`config.mk`:
```
export PLATFORM = sky130hd
export DESIGN_NAME = branch_ctrl
export DESIGN_NICKNAME = d
export VERILOG_FILES = /design/src/rtl/branch_pkg.sv /design/src/rtl/branch_ctrl_return_stack.sv /design/src/rtl/branch_ctrl.sv
export SDC_FILE = /design/constraint.sdc
export NUM_CORES = 1
export LEC_CHECK = 0
export ABC_AREA = 1
export CELL_PAD_IN_SITES_DETAIL_PLACEMENT = 0
export CELL_PAD_IN_SITES_GLOBAL_PLACEMENT = 2
export CORE_MARGIN = 1.5
export CORE_UTILIZATION = 18
export DETAILED_ROUTE_END_ITERATION = 10
export PLACE_DENSITY = 0.84
export SYNTH_ARGS = -nofsm -noshare
export SYNTH_HDL_FRONTEND = slang
export SYNTH_SLANG_ARGS = --single-unit
export TNS_END_PERCENT = 100
```
`constraint.sdc`:
```
create_clock -name clk -period 1.1 [get_ports clk]
set_input_delay 0.11 -clock clk [delete_from_list [all_inputs] [get_ports clk]]
set_output_delay 0.11 -clock clk [all_outputs]
set_load 0.02 [all_outputs]
```
`src/rtl/branch_pkg.sv`:
```
// branch_pkg: opcode and FSM state encodings shared by branch_ctrl and its return stack
package branch_pkg;
    localparam int ADDR_W = 8;
    typedef enum logic [3:0] {
        OP_NOP  = 4'd0,
        OP_JMP  = 4'd1,
        OP_JZ   = 4'd2,
        OP_JNZ  = 4'd3,
        OP_JN   = 4'd4,
        OP_CALL = 4'd5,
        OP_RET  = 4'd6
    } op_e;
    typedef enum logic {RUN, KILL} state_e;
endpackage

```
`src/rtl/branch_ctrl_return_stack.sv`:
```
// return_stack: circular LIFO of return addresses; a push when full overwrites the oldest entry
module return_stack #(
    parameter int DEPTH = 4,
    parameter int W     = 8
) (
    input  logic         clk,
    input  logic         rst,
    input  logic         push,
    input  logic         pop,
    input  logic [W-1:0] din,
    output logic [W-1:0] top,
    output logic         full,
    output logic         empty
);
    localparam int AW = $clog2(DEPTH);
    localparam int CW = $clog2(DEPTH + 1);
    logic [W-1:0]  mem [DEPTH];
    logic [AW-1:0] ptr;
    logic [CW-1:0] cnt;
    assign full  = cnt == CW'(DEPTH);
    assign empty = cnt == '0;
    assign top   = mem[ptr - AW'(1)];
    // ptr is the next free slot; when full it is also the oldest entry, so wrapping overwrites it
    always_ff @(posedge clk or negedge rst) begin
        if (!rst) begin
            ptr <= '0;
            cnt <= '0;
        end else if (push) begin
            ptr <= ptr + AW'(1);
            cnt <= full ? cnt : cnt + CW'(1);
        end else if (pop) begin
            ptr <= ptr - AW'(1);
            cnt <= cnt - CW'(1);
        end
    end
    // entry storage needs no reset: the occupancy count defines which entries are live
    always_ff @(posedge clk) begin
        if (push) mem[ptr] <= din;
    end
endmodule

```
`src/rtl/branch_ctrl.sv`:
```
// branch_ctrl: resolves branches into a registered PC redirect and kills wrong-path slots (BRANCH_CTRL_RAS_EN adds CALL/RET stack)
module branch_ctrl
    import branch_pkg::*;
#(
    parameter int KILL_CYCLES = 2,
    parameter int RAS_DEPTH   = 4
) (
    input  logic              clk,
    input  logic              rst,
    input  logic              instrValid,
    input  logic [3:0]        instrOp,
    input  logic [ADDR_W-1:0] instrTarget,
    input  logic [ADDR_W-1:0] instructionPointer,
    input  logic              aluZero,
    input  logic              aluNeg,
    input  logic              flagsWe,
    output logic [ADDR_W-1:0] branchTarget,
    output logic              branchEnable,
    output logic              flush,
    output logic              rasOverflow,
    output logic              rasUnderflow
);
    localparam int CW = (KILL_CYCLES > 1) ? $clog2(KILL_CYCLES) : 1;
    state_e            state;
    logic [CW-1:0]     cnt;
    logic              z, n;
    op_e               op;
    logic              accept, taken, ras_ok;
    logic [ADDR_W-1:0] ret_addr, target;
    assign op     = op_e'(instrOp);
    assign accept = instrValid && state == RUN;
    assign taken  = accept && (op == OP_JMP || op == OP_CALL || (op == OP_JZ && z) ||
                    (op == OP_JNZ && !z) || (op == OP_JN && n) || (op == OP_RET && ras_ok));
    assign target = (op == OP_RET) ? ret_addr : instrTarget;
`ifdef BRANCH_CTRL_RAS_EN
    logic              ras_full, ras_empty;
    logic [ADDR_W-1:0] ras_top;
    return_stack #(.DEPTH(RAS_DEPTH), .W(ADDR_W)) u_ras (
        .clk   (clk),
        .rst   (rst),
        .push  (accept && op == OP_CALL),
        .pop   (accept && op == OP_RET && !ras_empty),
        .din   (instructionPointer + ADDR_W'(1)),
        .top   (ras_top),
        .full  (ras_full),
        .empty (ras_empty)
    );
    assign ras_ok   = !ras_empty;
    assign ret_addr = ras_top;
    // sticky stack-misuse indicators, cleared only by reset
    always_ff @(posedge clk or negedge rst) begin
        if (!rst) begin
            rasOverflow  <= 1'b0;
            rasUnderflow <= 1'b0;
        end else begin
            if (accept && op == OP_CALL && ras_full) rasOverflow <= 1'b1;
            if (accept && op == OP_RET && ras_empty) rasUnderflow <= 1'b1;
        end
    end
`else
    logic unused_ras;
    assign unused_ras   = ^instructionPointer ^ (RAS_DEPTH > 0);
    assign ras_ok       = 1'b0;
    assign ret_addr     = '0;
    assign rasOverflow  = 1'b0;
    assign rasUnderflow = 1'b0;
`endif
    // flags, RUN/KILL sequencing and the registered redirect/flush outputs
    always_ff @(posedge clk or negedge rst) begin
        if (!rst) begin
            state        <= RUN;
            cnt          <= '0;
            z            <= 1'b0;
            n            <= 1'b0;
            branchTarget <= '0;
            branchEnable <= 1'b0;
            flush        <= 1'b0;
        end else begin
            branchEnable <= 1'b0;
            if (state == RUN) begin
                if (accept && flagsWe) begin
                    z <= aluZero;
                    n <= aluNeg;
                end
                if (taken) begin
                    state        <= KILL;
                    cnt          <= CW'(KILL_CYCLES - 1);
                    branchTarget <= target;
                    branchEnable <= 1'b1;
                    flush        <= 1'b1;
                end
            end else if (cnt == '0) begin
                state <= RUN;
                flush <= 1'b0;
            end else begin
                cnt <= cnt - CW'(1);
            end
        end
    end
endmodule

```
Word-level counts from Yosys, hierarchy flattened. Index checks and enable logic that the tools add are counted.

Logic and storage cells: 41. Input bits: 26. Bits in registers: 14. Output and inout port bits: 12.

Equal/unequal tests: 7. Muxes and demuxes: 10. Bitwise logic cells: 1. Reduce and logical (&&, ||, !) cells: 15. $add $sub $neg: 1.

Operator list (number): 4-bit by 3-bit == test with 1-bit output (second input constant) (3); 1-bit 2-to-1 mux (9); 4-bit by 2-bit == test with 1-bit output (second input constant) (2); 8-bit 2-to-1 mux (1); 1-bit logical AND (6); 2-bit AND reduction (3); 4-bit by 1-bit == test with 1-bit output (second input constant) (1); 1-bit logical OR (4); 2-bit inequality test (second input constant) (1); 2-bit nonzero test (1); 1-bit logical NOT (1); 1-bit inverter (1); 1-bit subtractor (second input constant) (1).

Logic depth before layout (Yosys ltp). Gate-level depths: netlist of the first run.

Depth after elaboration: 8. Mapped depth: 8. Depth with buffers taken out: 7.

Least setup slack after synthesis of the first run. Ideal clock, no wire load.

Path type: register -> register. From: register state. To: register n. Data arrival time: 1.000 ns. Clock period less this slack: 1.124 ns. Setup slack: -0.024 ns. Library setup time: 0.125 ns. Stages on the path, launching flop included: 4. Required time: 0.975 ns. Path buffers: 0. Cells stage by stage: dfrtp_1 nor2_4 nand2_1 mux2_2.

Word-level cells in the longest chain between the ends: 4.

RTL lines: start: declaration (line branch_ctrl.sv:24) `state_e state;`; start signal: assignment (line branch_ctrl.sv:71) `state <= RUN;`; start signal: assignment (line branch_ctrl.sv:86) `state <= KILL;`; start signal: assignment (line branch_ctrl.sv:93) `state <= RUN;`; 1-bit inverter (no line) (*); 1-bit logical AND (line branch_ctrl.sv:31) `assign accept = instrValid && state == RUN;`; 1-bit logical AND (line branch_ctrl.sv:81) `if (accept && flagsWe) begin`; 2-bit AND reduction (no line) (*); end signal: assignment (line branch_ctrl.sv:83) `n <= aluNeg;`; end: declaration (line branch_ctrl.sv:26) `logic z, n;`.

Every way passes the cells marked *; elsewhere a longest branch is shown, timed or not. A chain may end at the register's enable or synchronous reset.

Worst setup path after layout of the first run.
From: register z. To: register branchTarget[3].

Word-level cells in the longest chain between the ends: 6. Elaborated cells on any way between the ends: 8. Classes of those cells: 8 x reduce/logical.

RTL lines: start: declaration (line branch_ctrl.sv:26); start signal: assignment (line branch_ctrl.sv:82) `z <= aluZero;`; 1-bit logical AND / 1-bit logical NOT (equally long branches) (line branch_ctrl.sv:32, branch_ctrl.sv:33); 1-bit logical OR / 1-bit logical AND (equally long branches) (line branch_ctrl.sv:32, branch_ctrl.sv:33); 1-bit logical OR (*) (line branch_ctrl.sv:32) `assign taken = accept && (op == OP_JMP || op == OP_CALL || (op == OP_JZ && z) ||`; 1-bit logical OR (*) (line branch_ctrl.sv:33) `(op == OP_JNZ && !z) || (op == OP_JN && n) || (op == OP_RET && ras_ok));`; 1-bit logical AND (*) (line branch_ctrl.sv:32); 2-bit AND reduction (no line) (*); end signal: assignment (line branch_ctrl.sv:88) `branchTarget <= target;`; end: declaration (line branch_ctrl.sv:17) `output logic [ADDR_W-1:0] branchTarget,`.

Marks and branches as above.

==> results of run 1 <==
[cell usage in the layout (no fill, tap or decap), types with 2 or more instances in the layout]
cell type,Yosys,final
nand2_1,19,17
o21ai_1,0,2
clkdlybuf4s50_1,0,13
conb_1,1,2
inv_1,16,15
dlygate4sd2_1,0,8
clkdlybuf4s15_1,0,2
dlymetal6s2s_1,0,4
clkbuf_8,0,4
buf_4,2,5
buf_6,1,2
nor2_2,1,4
nand3_2,2,10
nor2_1,12,9
nand2_2,0,2
dfrtp_1,14,14
[timing repair]
action	CTS	global route
gates cloned	0	1
hold buffers	0	0
buffers inserted	0	2
resized for setup	14	22
endpoints found under the setup margin	18	13
pin swaps	0	13
[critical path, delay by kind of cell, from the launching register on]
family / cells / cell delay (ps)
simple gates: 4 / 380
flops: 1 / 370
buf+inv: 2 / 250
[per-layer routing]
metal  global-route usage  share of wire  wire length (um)  vias to the layer above
met4               0.0383          0.012                21                        0
met2                0.136           0.44               790                       25
li1                     -              -                 -                      339
met5                    0              0                 0                        -
met1                0.108           0.48               865                      305
met3               0.0324          0.073               133                        3
[power by group]
part	internal [mW]	total [mW]	leakage, nW	switching, mW
registers	0.687	0.783	0.174	0.0966
logic	0.356	0.803	0.446	0.446
clock network	0.318	0.509	0.0288	0.192
total	1.36	2.10	0.648	0.735
[cells in the mapped netlist]
library cell  count
nand3_1           9
nand3b_1          1
nand2_1          19
conb_1            1
a21oi_1           1
buf_6             1
nor2_4            1
nand2_4           1
buf_4             2
dfrtp_1          14
nand3_2           2
inv_1            16
nand4_4           1
nor2_2            1
mux2_2            1
nor2_1           12
and2_1            1
buf_2             1
o21ai_0           3
[layout make-up]
| class | instances | area [um^2] |
|---|---|---|
| clock buffer | 4 | 55.1 |
| fill | 412 | 2510 |
| inverter | 16 | 60.1 |
| multi-input combinational | 56 | 358 |
| sequential | 14 | 350 |
| tap | 48 | 60.1 |
| timing repair buffer | 35 | 350 |
[worst max path at each step]
stage | start | end | slack (ps) | depth (start not counted)
2_1_floorplan | state | n | 0.2 | 3
3_3_place_gp | instrOp[2] | branchTarget[3] | -270 | 7
3_5_place_dp | instrOp[2] | branchTarget[4] | -330 | 7
4_1_cts | instrOp[1] | branchTarget[4] | -10 | 7
5_1_grt | z | branchTarget[7] | -50 | 6
6_report | z | branchTarget[3] | 4 | 6
[kinds of logic after synthesis]
family | Yosys count | synth area share
AO/OA/AOI/OAI | 4 | 0.0277
flip-flops | 14 | 0.485
buffers and inverters | 20 | 0.127
other | 1 | 0.00519
AND/OR/NAND/NOR | 48 | 0.340
multiplexers | 1 | 0.0156
[metrics by stage]
step | hold WS [ps] | setup TNS, ps | std cells | area (um^2) | util
6_report | 169 | 0 | 173 | 1230 | 0.330
5_1_grt | 175 | -240 | 173 | 1230 | 0.330
4_1_cts | 170 | -11.0 | 170 | 1140 | 0.303
3_5_place_dp | 445 | -3780 | 166 | 1080 | 0.289
3_3_place_gp | 441 | -3200 | 166 | 1080 | 0.289
2_1_floorplan | -186 | 0 | 89 | 726 | -
[state kept, by name (all words and copies together) (netlist names)]
register,flops
cnt,1
z,1
branchEnable,1
flush,1
state,1
branchTarget,8
n,1
==> metrics.md, run 1 <==
| Metric | Value |
|---|---|
| CTS root buf | clkbuf_8 |
| GR Util All Layers | 0.0879 |
| Synth top area share | 0.485 |
| Nets | 152 |
| Std-Cell Rows | 22 |
| Worst EP arrival | 1240 ps |
| Reg2Reg Depth | 6 |
| Worst hold path type | in -> async |
| Leakage | 0.648 nW |
| Cells after synthesis | 88 |
| RePlAce Congestion | 0.762 |
| TritonCTS Buffers | 3 |
| GR Overflow Total | 0 |
| Critical-path cell list | inv_2 > nand3_2 > nand4_4 > buf_6 > nand3_2 > nand2_1 |
| Layout cells sized above 1 | 0.280 |
| Area growth, synth to finish | 70.9% |
| Diode count | 0 |
| Clock Path Buffers | 2 |
| Top cell type by total area after synthesis | dfrtp_1 |
| CP max stage cell | dfrtp_1 |
| Min Clock Period, post-route | 1100 ps |
| Total Power | around 2.1 mW |
| Num ports | 38 |
| Critical R2R Launch | z |
| Clock sink count | 14 |
| Vias in the first global route | about 680 |
| Final Cycle Share | 0.996 |
| Status | finished clean |
| Antenna Violating Nets Remaining | 0 |
| Dpl ws | -329 ps |
| Routed wire length | 1810 um |
| Routed via count | 672 |
| # setup viols final | 0 |
| RSZ-0062 raised after global routing | true |
| Pin count of the biggest net entering global routing | 15 |
| Max-Cap Viols | 0 |
| R2r endpoint | branchTarget[3] |
| Routed len/inst | 10.5 um |
| Setup crit start kind | flop |
| DRC viols | 0 |
| Final Hold Viols | 0 |
| Die Area | around 4400 um^2 |
| Die width | 66.3 um |
| Fin Clk Skew | 3.39 ps |
| Slew Viols, Final | 0 |
| Initial Util | 0.193 |
| Top post-synthesis cells by area | dfrtp_1, nand2_1, inv_1, nand3_1, nor2_1 |
| Detailed Place HPWL | 1350 um |
| Cell variety after synth | 19 |
| FF+latch count, synth | 14 |
| First-pass GRT wire length | 2860 um |
| I/O Buffers | 27 |
| Via density | 3.88 |
| Drt pass-1 iters | 3 |
| Cell mode on critical path | nand3_2 |
| CTS tree | yes |
| Syn. warnings | 0 |
| Core area | 3740 um^2 |
| Peak per-stage delay on the critical path | 370 ps |
| H-tree Lvls | 1 |
| DRT iter0 DRCs | 5 |
| Antenna violations before repair | 0 |
| Worst skew pair latency | 250 ps |
| Worst setup margin | 4.01 ps |
| Maximum VDD drop | 0.852 mV |
| Worst-path fanout max | 5 |
| Crit Path Category | reg -> reg |
| Seq/Total Area, Yosys | 0.485 |
| Worst-path clk slew | 60 ps |
| Flop2flop setup slack | 4 ps |
| Pwr dens | 1700 nW/um^2 |
| Worst EP required | 1240 ps |
| Die Height | roughly 66 um |
| Mapped cell area | slightly above 700 um^2 |
| Achievable Freq | 0.912 GHz |
| Avg Cell Area, Syn | 8.20 um^2 |
| Critical path capture point type | flop |
(Power assumes the default switching activity.)
==> run 2, diff against run 1 <==
--- a/config.mk
+++ b/config.mk
@@ -5,13 +5,13 @@
 export SDC_FILE = /design/constraint.sdc
 export NUM_CORES = 1
 export LEC_CHECK = 0
-export ABC_AREA = 1
 export CELL_PAD_IN_SITES_DETAIL_PLACEMENT = 0
 export CELL_PAD_IN_SITES_GLOBAL_PLACEMENT = 2
+export CORE_ASPECT_RATIO = 1.5
 export CORE_MARGIN = 1.5
-export CORE_UTILIZATION = 18
+export CORE_UTILIZATION = 19
 export DETAILED_ROUTE_END_ITERATION = 10
-export PLACE_DENSITY = 0.84
+export PLACE_DENSITY = 0.83
 export SYNTH_ARGS = -nofsm -noshare
 export SYNTH_HDL_FRONTEND = slang
 export SYNTH_SLANG_ARGS = --single-unit
==> metrics.md, run 2 <==
| Metric | Value |
|---|---|
| CTS tree | yes |
| RePlAce Congestion | 0.710 (-6.9%) |
| Routed via count | 626 (-6.8%) |
| Layout cells sized above 1 | 0.296 (+0.0159) |
| CP max stage cell | dfrtp_1 |
| Crit Path Category | reg -> reg |
| Synth top cells by count | dfrtp_1, o21ai_0, inv_1, o32ai_1 |
| Initial Util | 0.201 (+0.00853) |
| EDFF count, synth | 0 (unchanged) |
| Mapped cell area | 694 um^2 (-3.8%) |
| TritonCTS Buffers | 3 (unchanged) |
| Antenna Violating Nets Remaining | 0 (unchanged) |
| H-tree Lvls | 1 (unchanged) |
| Avg Cell Area, Syn | 11.2 um^2 (+37%) |
| Worst-path fanout max | 8 (+3) |
| Post-CTS Hold Buffers | 0 (unchanged) |
| Std-Cell Rows | 26 (+18%) |
| Cells after synthesis | 62 (-30%) |
| Pwr dens | 1910 nW/um^2 (+12%) |
| CP Buf/Inv Count | 0 (-2) |
| # setup viols final | 12 (+12) |
| Synth top area share | 0.505 (+0.0192) |
| Via density | 4.47 (+15%) |
| Clock sink count | 14 (unchanged) |
| Worst-path clk slew | 60 ps (about the same) |
| Routed len/inst | 12.7 um (+22%) |
| Num ports | 38 (unchanged) |
| Pin count of the biggest net entering global routing | 15 (unchanged) |
| Fin Clk Skew | 3.85 ps (+0.459 ps) |
| Nets | 125 (-18%) |
| Critical-path cell list | or3b_4 > o21ba_4 > o32ai_1 |
| Final Non-Filler Cells | 140 (-19%) |
| DRT iter0 DRCs | 12 (+7) |
| I/O Buffers | 27 (unchanged) |
| Vias in the first global route | 660 (-2.4%) |
| DRC viols | 0 (unchanged) |
| Max-Cap Viols | 0 (unchanged) |
| Placed insts | 136 (-18%) |
| Die Area | 4030 um^2 (-8.3%) |
| Most frequent cell after synthesis | dfrtp_1 |
| Most common cell after layout, fill and taps aside | clkdlybuf4s50_1 |
| Core area | 3450 um^2 (-7.9%) |
| Setup crit start kind | flop |
| Syn. warnings | 0 (unchanged) |
| Delay-heaviest family, CP | compound AO/OA/AOI/OAI gates |
| Detailed Place HPWL | 1310 um (-2.3%) |
| Commonest non-fill, non-tap cells in the layout | clkdlybuf4s50_1, dfrtp_1, o21ai_0, inv_1, buf_4 |
| Max reg flops | 8 (unchanged) |
| Async set-or-reset flop fraction in the synthesized netlist | 1.00 (unchanged) |
| First-pass GRT wire length | 3030 um (+6.1%) |
| Final Cycle Share | 1.18 (+0.186) |
| Seq/Total Area, Yosys | 0.505 (+0.0192) |
| Dpl ws | -447 ps (-118 ps) |
| Min Clock Period, post-route | 1300 ps (+205 ps) |
| Cell variety after synth | 20 (+1) |
| Top reg by flops | branchTarget |
| Worst setup margin | -201 ps (-205 ps) |
| GR Overflow Total | 0 (unchanged) |
| Slew Viols, Final | 0 (unchanged) |
| Critical path capture point type | flop |
| Clock Path Buffers | 2 (unchanged) |
| Top cell type by total area after synthesis | dfrtp_1 |
| RSZ-0062 raised after global routing | true |
| Final Hold Viols | 0 (unchanged) |
| Top post-synthesis cells by area | dfrtp_1, o32ai_1, o21ai_0, inv_1, buf_6 |
| Finished Cell Area | 1130 um^2 (-8.2%) |
| Maximum VDD drop | 0.662 mV (-22%) |
| Die width | 52.4 um (-21%) |
| FF+latch count, synth | 14 (unchanged) |
| Post-layout util | 0.328 (-0.00117) |
| Drt pass-1 iters | 4 (+1) |
| Die Height | 77.0 um (+16%) |
| Achievable Freq | 0.769 GHz (-16%) |
| Worst EP required | 1230 ps (about the same) |
| CTS root buf | clkbuf_8 |
| GR Util All Layers | 0.103 (+0.0152) |
| Worst hold path type | in -> async |
| Worst EP arrival | 1430 ps (+190 ps) |
| Main flop type after synthesis | dfrtp_1 |
| Peak per-stage delay on the critical path | 390 ps (+20 ps) |
| Diode count | 0 (unchanged) |
| Worst skew pair latency | 250 ps (about the same) |
| Leakage | 0.500 nW (-23%) |
| Antenna violations before repair | 0 (unchanged) |
| Failing checks | negative setup slack |
| Status | finished with violations |
| Placed Instance Area | 1040 um^2 (-3.6%) |
| Routed wire length | 1780 um (-1.5%) |
| Total Power | 2.16 mW (+3.2%) |
| Area growth, synth to finish | 63.1% |
-- run 2: changes by cell type in the layout (fill, tap and decap cells not counted), sizes merged, moves of 7 or more --
cell   previous run  this run
nor2             14         1
inv              16         9
o21ai             3        12
nand2            21         1
o32ai             0         8
nand3            11         1
-- run 2: per-layer routing --
layer | global-route usage | wire, um | up-vias
met5 | 0 | 0 | -
met4 | 0.0769 | 59 | 0
met3 | 0.0389 | 160 | 5
met2 | 0.158 | 884 | 24
met1 | 0.111 | 678 | 300
li1 | - | - | 297
-- run 2: repair_timing --
action / 4_1_cts / 5_1_grt
cloned: 0 / 0
endpoints found under the setup margin: 24 / 17
setup buffers: 1 / 0
gates resized for setup: 18 / 7
-- run 2: path summary, 6_finish.rpt --
| check | start | endpoint | slack [ps] | cells past startpoint |
|---|---|---|---|---|
| min in group clk | instrTarget[7] | branchTarget[7] | 430 | 3 |
| worst min register to register | cnt | cnt | 510 | 1 |
| worst min-delay path | rst | branchTarget[3] | 170 | 2 |
| worst max register to register | state | branchTarget[0] | -200 | 3 |
| worst max-delay path | state | branchTarget[0] | -200 | 3 |
| max in group asynchronous | rst | z | 760 | 2 |
-- run 2: worst register-to-register path, delay by kind of cell (launching register included) --
| family | cells | cell delay [ps] |
|---|---|---|
| flops | 1 | 390 |
| compound gates | 2 | 400 |
| simple gates | 1 | 390 |
-- run 2: kinds of logic after synthesis --
group	synth area share
multiplexers	0.0324
AO/OA/AOI/OAI	0.252
buffers and inverters	0.123
AND/OR/NAND/NOR	0.0829
flip-flops	0.505
other	0.00540
-- run 2: where the power goes --
group | switching, mW | internal, mW | total, mW
registers | 0.109 | 0.697 | 0.806
clock network | 0.185 | 0.318 | 0.503
logic | 0.445 | 0.409 | 0.854
total | 0.739 | 1.42 | 2.16
-- run 2: area by class of cell --
cell class                 instances  area, um^2
fill                             376        2320
sequential                        14         350
multi-input combinational         35         308
clock buffer                       4        55.1
tap                               42        52.6
timing repair buffer              36         333
inverter                           9        33.8
-- run 2: metrics by stage --
stage | TNS [ps] | hold WS, ps
2_1_floorplan | -1740 | -186
3_3_place_gp | -4630 | 442
3_5_place_dp | -5070 | 440
4_1_cts | -1890 | 183
5_1_grt | -2600 | 190
6_report | -1920 | 171
